--- config.mk ---
export PLATFORM = sky130hd
export DESIGN_NAME = serial_pattern_tx
export DESIGN_NICKNAME = d
export VERILOG_FILES = /design/src/rtl/serial_pattern_tx.sv
export SDC_FILE = /design/constraint.sdc
export NUM_CORES = 1
export LEC_CHECK = 0
export ABC_CLOCK_PERIOD_IN_PS = 1300
export CORE_MARGIN = 3
export CORE_UTILIZATION = 47
export CTS_BUF_LIST = sky130_fd_sc_hd__clkbuf_4
export CTS_CLUSTER_DIAMETER = 200
export DETAILED_ROUTE_END_ITERATION = 8
export PLACE_DENSITY_LB_ADDON = 0.05
export SLEW_MARGIN = 15
export SYNTH_ARGS = -nofsm -noshare
export SYNTH_HDL_FRONTEND = slang
export SYNTH_SLANG_ARGS = --single-unit
--- constraint.sdc ---
create_clock -name Clock -period 1.3 [get_ports Clock]
set_input_delay 0.13 -clock Clock [delete_from_list [all_inputs] [get_ports Clock]]
set_output_delay 0.13 -clock Clock [all_outputs]
set_load 0.005 [all_outputs]
--- src/rtl/serial_pattern_tx.sv ---
// serial_pattern_tx: MSB-first frame serializer that predicts two-consecutive-ones detector hits
module serial_pattern_tx #(
  parameter int WIDTH = 8
) (
  input  logic             Clock,
  input  logic             Reset,
  input  logic             start,
  input  logic [WIDTH-1:0] data,
  input  logic [3:0]       len,
  output logic             w,
  output logic             w_valid,
  output logic             busy,
  output logic             done,
  output logic [3:0]       hit_count
);
  typedef enum logic [1:0] {IDLE = 2'd0, SHIFT = 2'd1, DONE = 2'd2} state_t;
  state_t state;
  logic [WIDTH-1:0] sr;
  logic [3:0] cnt, eff_len;
  logic prev, last;
  always_comb eff_len = (len == 4'd0 || len > 4'(WIDTH)) ? 4'(WIDTH) : len;
  always_comb last = cnt == 4'd1;
  always_ff @(posedge Clock)
    if (Reset) begin
      state <= IDLE;
      sr <= '0;
      cnt <= '0;
      prev <= 1'b0;
      w <= 1'b0;
      w_valid <= 1'b0;
      busy <= 1'b0;
      done <= 1'b0;
      hit_count <= '0;
    end else
      case (state)
        IDLE: if (start) begin
          state <= SHIFT;
          w <= data[WIDTH-1];
          sr <= data << 1;
          cnt <= eff_len;
          prev <= 1'b0;
          hit_count <= '0;
          w_valid <= 1'b1;
          busy <= 1'b1;
        end
        SHIFT: begin
          hit_count <= (w && prev && hit_count != 4'hf) ? hit_count + 4'd1 : hit_count;
          prev <= w;
          cnt <= cnt - 4'd1;
          sr <= sr << 1;
          w <= last ? 1'b0 : sr[WIDTH-1];
          w_valid <= !last;
          done <= last;
          state <= last ? DONE : SHIFT;
        end
        DONE: begin
          state <= IDLE;
          busy <= 1'b0;
          done <= 1'b0;
        end
        default: begin
          state <= IDLE;
          w <= 1'b0;
          w_valid <= 1'b0;
          busy <= 1'b0;
          done <= 1'b0;
        end
      endcase
endmodule

# Word-level counts from Yosys, hierarchy flattened
# Cells that the tools add are included.
# word_totals
elab_cells,51
out_inout_bits,8
reg_bits,23
# classes
eq_ne,6
n_addsub,2
bitwise_logic,2
muxes,20
n_reduce_logical,11
order_cmp,1
# op_table
operator,count
2-to-1 mux 4 bit,4
case mux 4 bit (2 select lines),2
case mux 8 bit (2 select lines),1
2-to-1 mux 8 bit,1
case mux 1 bit (2 select lines),3
case mux 1 bit (3 select lines),2
AND reduction 2 bit,3
adder 4 x 1 -> 4 bit (second input constant),1
== test 4 x 1 -> 1 bit (second input constant),1
greater-than comparator 4 bit (second input constant),1
logical NOT 4 bit,1
2-to-1 mux 1 bit,4
2-to-1 mux 2 bit,2
inequality test 2 bit (second input constant),2
inequality test 4 bit (second input constant),1
case mux 2 bit (2 select lines),1
subtractor 4 x 1 -> 4 bit (second input constant),1
AND reduction 3 bit,1
== test 2 x 1 -> 1 bit (second input constant),1
== test 2 bit (second input constant),1
logical AND 1 bit,2
logical NOT 2 bit,1
NOT 1 bit,2
nonzero test 2 bit,1
2 further kinds,2

# Longest topological paths before layout
# Gate-level depths: netlist of run 1.
# logic_depth
depth_word,5
depth_mapped,6
depth_no_buf,6

# Worst setup path after synthesis of run 1
# No wires, ideal clock.
# synth_path
kind,register to register
startpoint,reg hit_count[0]
endpoint,reg hit_count[3]
path_stages_with_launch,6
period_less_slack_ns,1.307
setup_ns,0.070
arrival_ns,1.237
setup_slack_ns,-0.007
path_cell_list,dfxtp_1 -> ha_1 -> nand4_1 -> nand3_2 -> or3_1 -> a21oi_1
# synth_via
elab_chain_len,4
elab_cells_between_ends,7
# synth_rtl
item,line_no,source
from (decl),14,output logic [3:0] hit_count
from (signal assigned),47,hit_count <= (w && prev && hit_count != 4'hf) ? hit_count + 4'd1 : hit_count;
branches (longest 4 deep; another with adder 4 x 1 -> 4 bit),-,
# Parallel ways; which one is timed is not known. The select of a mux whose other input is x is not followed.
# A chain may end at the register's enable or synchronous reset.

# Worst setup path in the final report of run 1
# layout_path
startpoint,reg hit_count[3]
endpoint,out hit_count[3]
# No word-level cell between the ends.

==> reports/qor.csv, run 1 <==
metric,value,unit
outcome,finished clean,
I/O Buffers,22,
drt via density,5.39,
family with the most delay on the worst path,buffers and inverters,
"Core Util, Final",0.750,
initial core utilization,0.522,
syn avg cell area,8.42,sq um
Worst Path Arrival,1140,ps
ranking of synthesized cells by area,"dfxtp_1, nor2_1, a21oi_1",
Routed WL per cell,14.0,um
max_cap viols,0,
layout cells sized above 1,0.297,
minimum clock period,1270,ps
pwr dens,967,nW/um^2
Unique masters post-synth,37,
Setup Viol. Count Final,0,
HPWL Detailed,2.01,mm
worst path required time,1170,ps
initial antenna violation count,0,
max-slew violations,0,
CTS tree,done,
die area,2920,sq um
Final WS setup,26.5,ps
Die Ht,54.1,um
routability cong.,0.827,
DIE WIDTH,54.1,um
CTS hold repair buffers,0,
fmax,785,MHz
Bufs and invs on worst path,1,
"Hold Vio Cnt, Final",0,
Worst Tran Pin Value,393,ps
final hold slack,450,ps
GRT Overall Usage,0.204,
Worst Setup Slack post-DPL,-146,ps
Worst path slowest cell,clkdlybuf4s50_1,
CP Cell Sequence,clkdlybuf4s50_1,
area delta synth->final,43.8,%
Layout Nets,191,
leakage,0.696,nW
CTS max path bufs,2,
register area share after synthesis,0.406,
clock-pin slew on the worst setup and hold paths,130,ps
Routed Antenna Nets,0,
multi-input combinational cell area,613,sq um
Synth warnings,0,
vias,1073,
Yosys top cell by area,dfxtp_1,
Worst Hold Class,input pin to flip-flop,
vias in the first global route,999,
crit end category,primary output,
Root Buffer,clkbuf_4,
critical setup path kind,flip-flop to primary output,
Cells after Synth,129,
"EDFF count, synth",0,
worst-path fanout max,2,
row count,16,
post-synth top area share,0.406,
diode count,0,
CTS sink cnt,22,
skew final,7.88,ps
FF+latch area,463,sq um
most frequent cells in the layout,"buf_4, nor2_1, clkdlybuf4s50_1",
"commonest non-fill, non-tap cell in the layout",buf_4,
IO Pins,23,
Mapped Nets,147,
Final period util,0.980,
crit-path max cell delay,490,ps
core footprint,2080,sq um
Slew HR,0.736,
"Cell Area, Synth",1090,sq um
Yosys reg bits,22,
total grt overflow,0,
element type at the critical path start,flip-flop,
share of flip-flops with an asynchronous set or reset,0,
DRC Markers,0,
DRT Pass-1 Iters,4,
Post-synth top flop,dfxtp_1,
H-tree levels,1,
worst vdd ir,0.832,mV
cts bufs inserted,3,
clock latency on the worst-skew pair,320,ps
Initial DRC Count,17,
global-route wire length before repair,4.30,mm
pin count of the biggest net entering global routing,13,
FILL cells,175,
final wirelength,2.79,mm
==> final timing paths <==
path / startpoint / end / slack [ps] / depth (start not counted)
worst min register to register: busy / busy / 460 / 2
worst min-delay path: data[3] / sr[4] / 450 / 3
worst max-delay path: hit_count[3] / hit_count[3] / 30 / 1
worst max register to register: hit_count[2] / hit_count[3] / 60 / 5
==> metal layers <==
layer  wire, um  part of all wire  vias up  track usage
li1           -                 -      543            -
met1       1250              0.45      496        0.247
met2       1380              0.49       24        0.341
met3        102             0.037       10       0.0471
met4         61             0.022        0       0.0954
met5          0                 0        -            0
==> through the flow <==
step	instance area, sq um	power (mW)	instances	setup TNS (ps)
2_1_floorplan	1090	0.996	129	0
3_3_place_gp	1460	1.17	192	-960
3_5_place_dp	1460	1.18	192	-1260
4_1_cts	1520	1.50	199	0
5_1_grt	1560	1.58	199	-69.0
6_report	1560	1.51	199	0
==> cell type report <==
type | count | area share
multi-input combinational | 94 | 0.393
sequential | 22 | 0.296
timing repair buffer | 46 | 0.258
tap | 27 | 0.0216
clock buffer | 3 | 0.0144
inverter | 6 | 0.0144
clock inverter | 1 | 0.00240
==> cell usage after synthesis (all sizes together) (4+ instances only) <==
cell type   n
dfxtp      22
nor2       20
a21oi       8
o21ai       8
buf         6
inv         6
nand2       6
a211oi      5
nor3        5
a2bb2oi     4
nand3       4
nor3b       4
==> state kept, by name, summed over array words and instances, names as in the netlist <==
register / count
state: 2
done: 1
hit_count: 4
sr: 7
cnt: 4
w: 1
busy: 1
prev: 1
w_valid: 1
==> where the power goes <==
part | internal (mW) | total [mW] | switching, mW | leakage [nW]
Sequential | 0.731 | 0.776 | 0.0445 | 0.187
Clock | 0.113 | 0.328 | 0.215 | 0.0154
Combinational | 0.226 | 0.407 | 0.181 | 0.494
==> cell families (layout without fill, tap and decap cells) <==
| logic type | after synthesis | after routing | share of synthesized area |
|---|---|---|---|
| fa+ha+maj | 3 | 3 | 0.0346 |
| mux | 1 | 1 | 0.00922 |
| simple gates | 53 | 53 | 0.245 |
| xor+xnor | 2 | 2 | 0.0161 |
| flops | 22 | 22 | 0.406 |
| compound gates | 35 | 35 | 0.230 |
| buf+inv | 13 | 56 | 0.0587 |
==> repair_timing <==
action,4_1_cts,5_1_grt
pin swaps,0,3
setup buffers,3,0
endpoints found under the setup margin,15,9
resized for setup,15,14
(Power assumes the default switching activity.)
==> run 2, diff against run 1 <==
--- a/config.mk
+++ b/config.mk
@@ -11,7 +11,7 @@
 export CTS_BUF_LIST = sky130_fd_sc_hd__clkbuf_4
 export CTS_CLUSTER_DIAMETER = 200
 export DETAILED_ROUTE_END_ITERATION = 8
-export PLACE_DENSITY_LB_ADDON = 0.05
+export PLACE_DENSITY_LB_ADDON = 0.1
 export SLEW_MARGIN = 15
 export SYNTH_ARGS = -nofsm -noshare
 export SYNTH_HDL_FRONTEND = slang
==> reports/qor.csv, run 2 (synthesis gave the netlist of run 1 again) <==
metric,value,unit
total grt overflow,0,
vias,1072,
Final period util,0.954,
HPWL Detailed,1.99,mm
end point of the critical path,hit_count[3],
Routed WL per cell,13.4,um
Biggest register,sr,
Worst Tran Pin Value,341,ps
vias in the first global route,1016,
DRT Pass-1 Iters,4,
Psw,0.437,mW
CTS max path bufs,2,
initial core utilization,0.522,
worst path required time,1550,ps
layout cells sized above 1,0.292,
Setup Viol. Count Final,0,
fmax,807,MHz
DIE WIDTH,54.1,um
"Core Util, Final",0.760,
DRC Markers,0,
outcome,finished clean,
Worst Path Arrival,1490,ps
"commonest non-fill, non-tap cell in the layout",buf_4,
combinational share of power,0.237,
minimum clock period,1240,ps
Clock power frac,0.307,
Critical Path Source,hit_count[0],
IO Pins,23,
switching power share of the total,0.256,
Root Buffer,clkbuf_4,
worst r2r dst,hit_count[3],
most frequent cells in the layout,"buf_4, nor2_1, clkdlybuf4s50_1",
CTS sink cnt,22,
max FFs per register,7,
skew final,8.22,ps
I/O Buffers,22,
Slew HR,0.771,
max_cap viols,0,
unrepaired setup endpoints after global routing,yes,
H-tree levels,1,
final wirelength,2.66,mm
Layout Nets,190,
Post-DP Area,1460,sq um
initial antenna violation count,0,
worst-path fanout max,3,
core footprint,2080,sq um
pin count of the biggest net entering global routing,14,
routability cong.,0.781,
area delta synth->final,45.7,%
drt via density,5.41,
element type at the critical path start,flip-flop,
cts bufs inserted,3,
max-slew violations,0,
r2r worst-path depth,5,
biggest regs,"sr x7, cnt x4, hit_count x4",
Tot Pwr,1.71,mW
Routed Antenna Nets,0,
"Hold Vio Cnt, Final",0,
pwr dens,1080,nW/um^2
Sequential Power Share,0.456,
row count,16,
r2r startpoint,hit_count[0],
clock-pin slew on the worst setup and hold paths,130,ps
CTS tree,done,
P_int,1.27,mW
critical setup path kind,flip-flop to flip-flop,
die area,2920,sq um
diode count,0,
post-route cell area,1580,sq um
clock latency on the worst-skew pair,310,ps
Worst Hold Class,flip-flop to flip-flop,
R2R setup slack,60,ps
Initial DRC Count,29,
GRT Overall Usage,0.208,
leakage,0.730,nW
crit end category,flip-flop,
worst vdd ir,0.925,mV
global-route wire length before repair,4.40,mm
Die Ht,54.1,um
[run 2: what timing repair did]
action                                  CTS  global route
resized for setup                        12            19
hold buffers                              0             0
pin swaps                                 0             3
hold endpoints to repair                  0             0
endpoints found under the setup margin    9            12
setup buffers                             2             0
[run 2: power groups by stage]
| stage | registers (mW) | clock network, mW | logic (mW) |
|---|---|---|---|
| after CTS | 0.773 | 0.535 | 0.396 |
| after global routing | 0.783 | 0.555 | 0.451 |
| after floorplan | 0.776 | 0 | 0.219 |
| after detailed placement | 0.789 | 0 | 0.390 |
| final | 0.779 | 0.525 | 0.405 |
| after global placement | 0.786 | 0 | 0.383 |
[run 2: worst min-delay path by stage]
stage / from / to / cells past startpoint
4_1_cts: data[3] / sr[4] / 3
6_report: busy / busy / 2
2_1_floorplan: Reset / hit_count[3] / 2
3_5_place_dp: busy / busy / 2
5_1_grt: data[3] / sr[4] / 3
3_3_place_gp: busy / busy / 2
[run 2: worst max-delay path, cell delays in order (launching register included)]
cell and delay [ps]:
dfxtp_2 360, ha_4 160, nand4_1 100, nand3_2 90, or3_1 340, a21oi_1 130
[run 2: stage by stage]
step	setup TNS, ps	instances	hold WS, ps	worst slack, ps
6_report	0	198	458	60.2
5_1_grt	-49.8	198	475	-49.8
4_1_cts	0	198	457	0.696
3_5_place_dp	-1040	192	459	-140
3_3_place_gp	-729	192	439	-129
2_1_floorplan	0	129	330	24.1
[run 2: final cells by class]
type                            instances  area (sq um)
Timing Repair Buffer                   45           402
Clock buffer                            3          22.5
Fill cell                             151           499
Clock inverter                          1          30.0
Tap cell                               27          33.8
Sequential cell                        22           463
Multi-Input combinational cell         94           609
Inverter                                6          22.5
[run 2: routing by layer]
metal,global-route usage,wire (um),up-vias
met5,0,0,-
met4,0.0664,18,0
met3,0.0360,122,2
met2,0.381,1290,22
met1,0.244,1230,509
li1,-,-,539
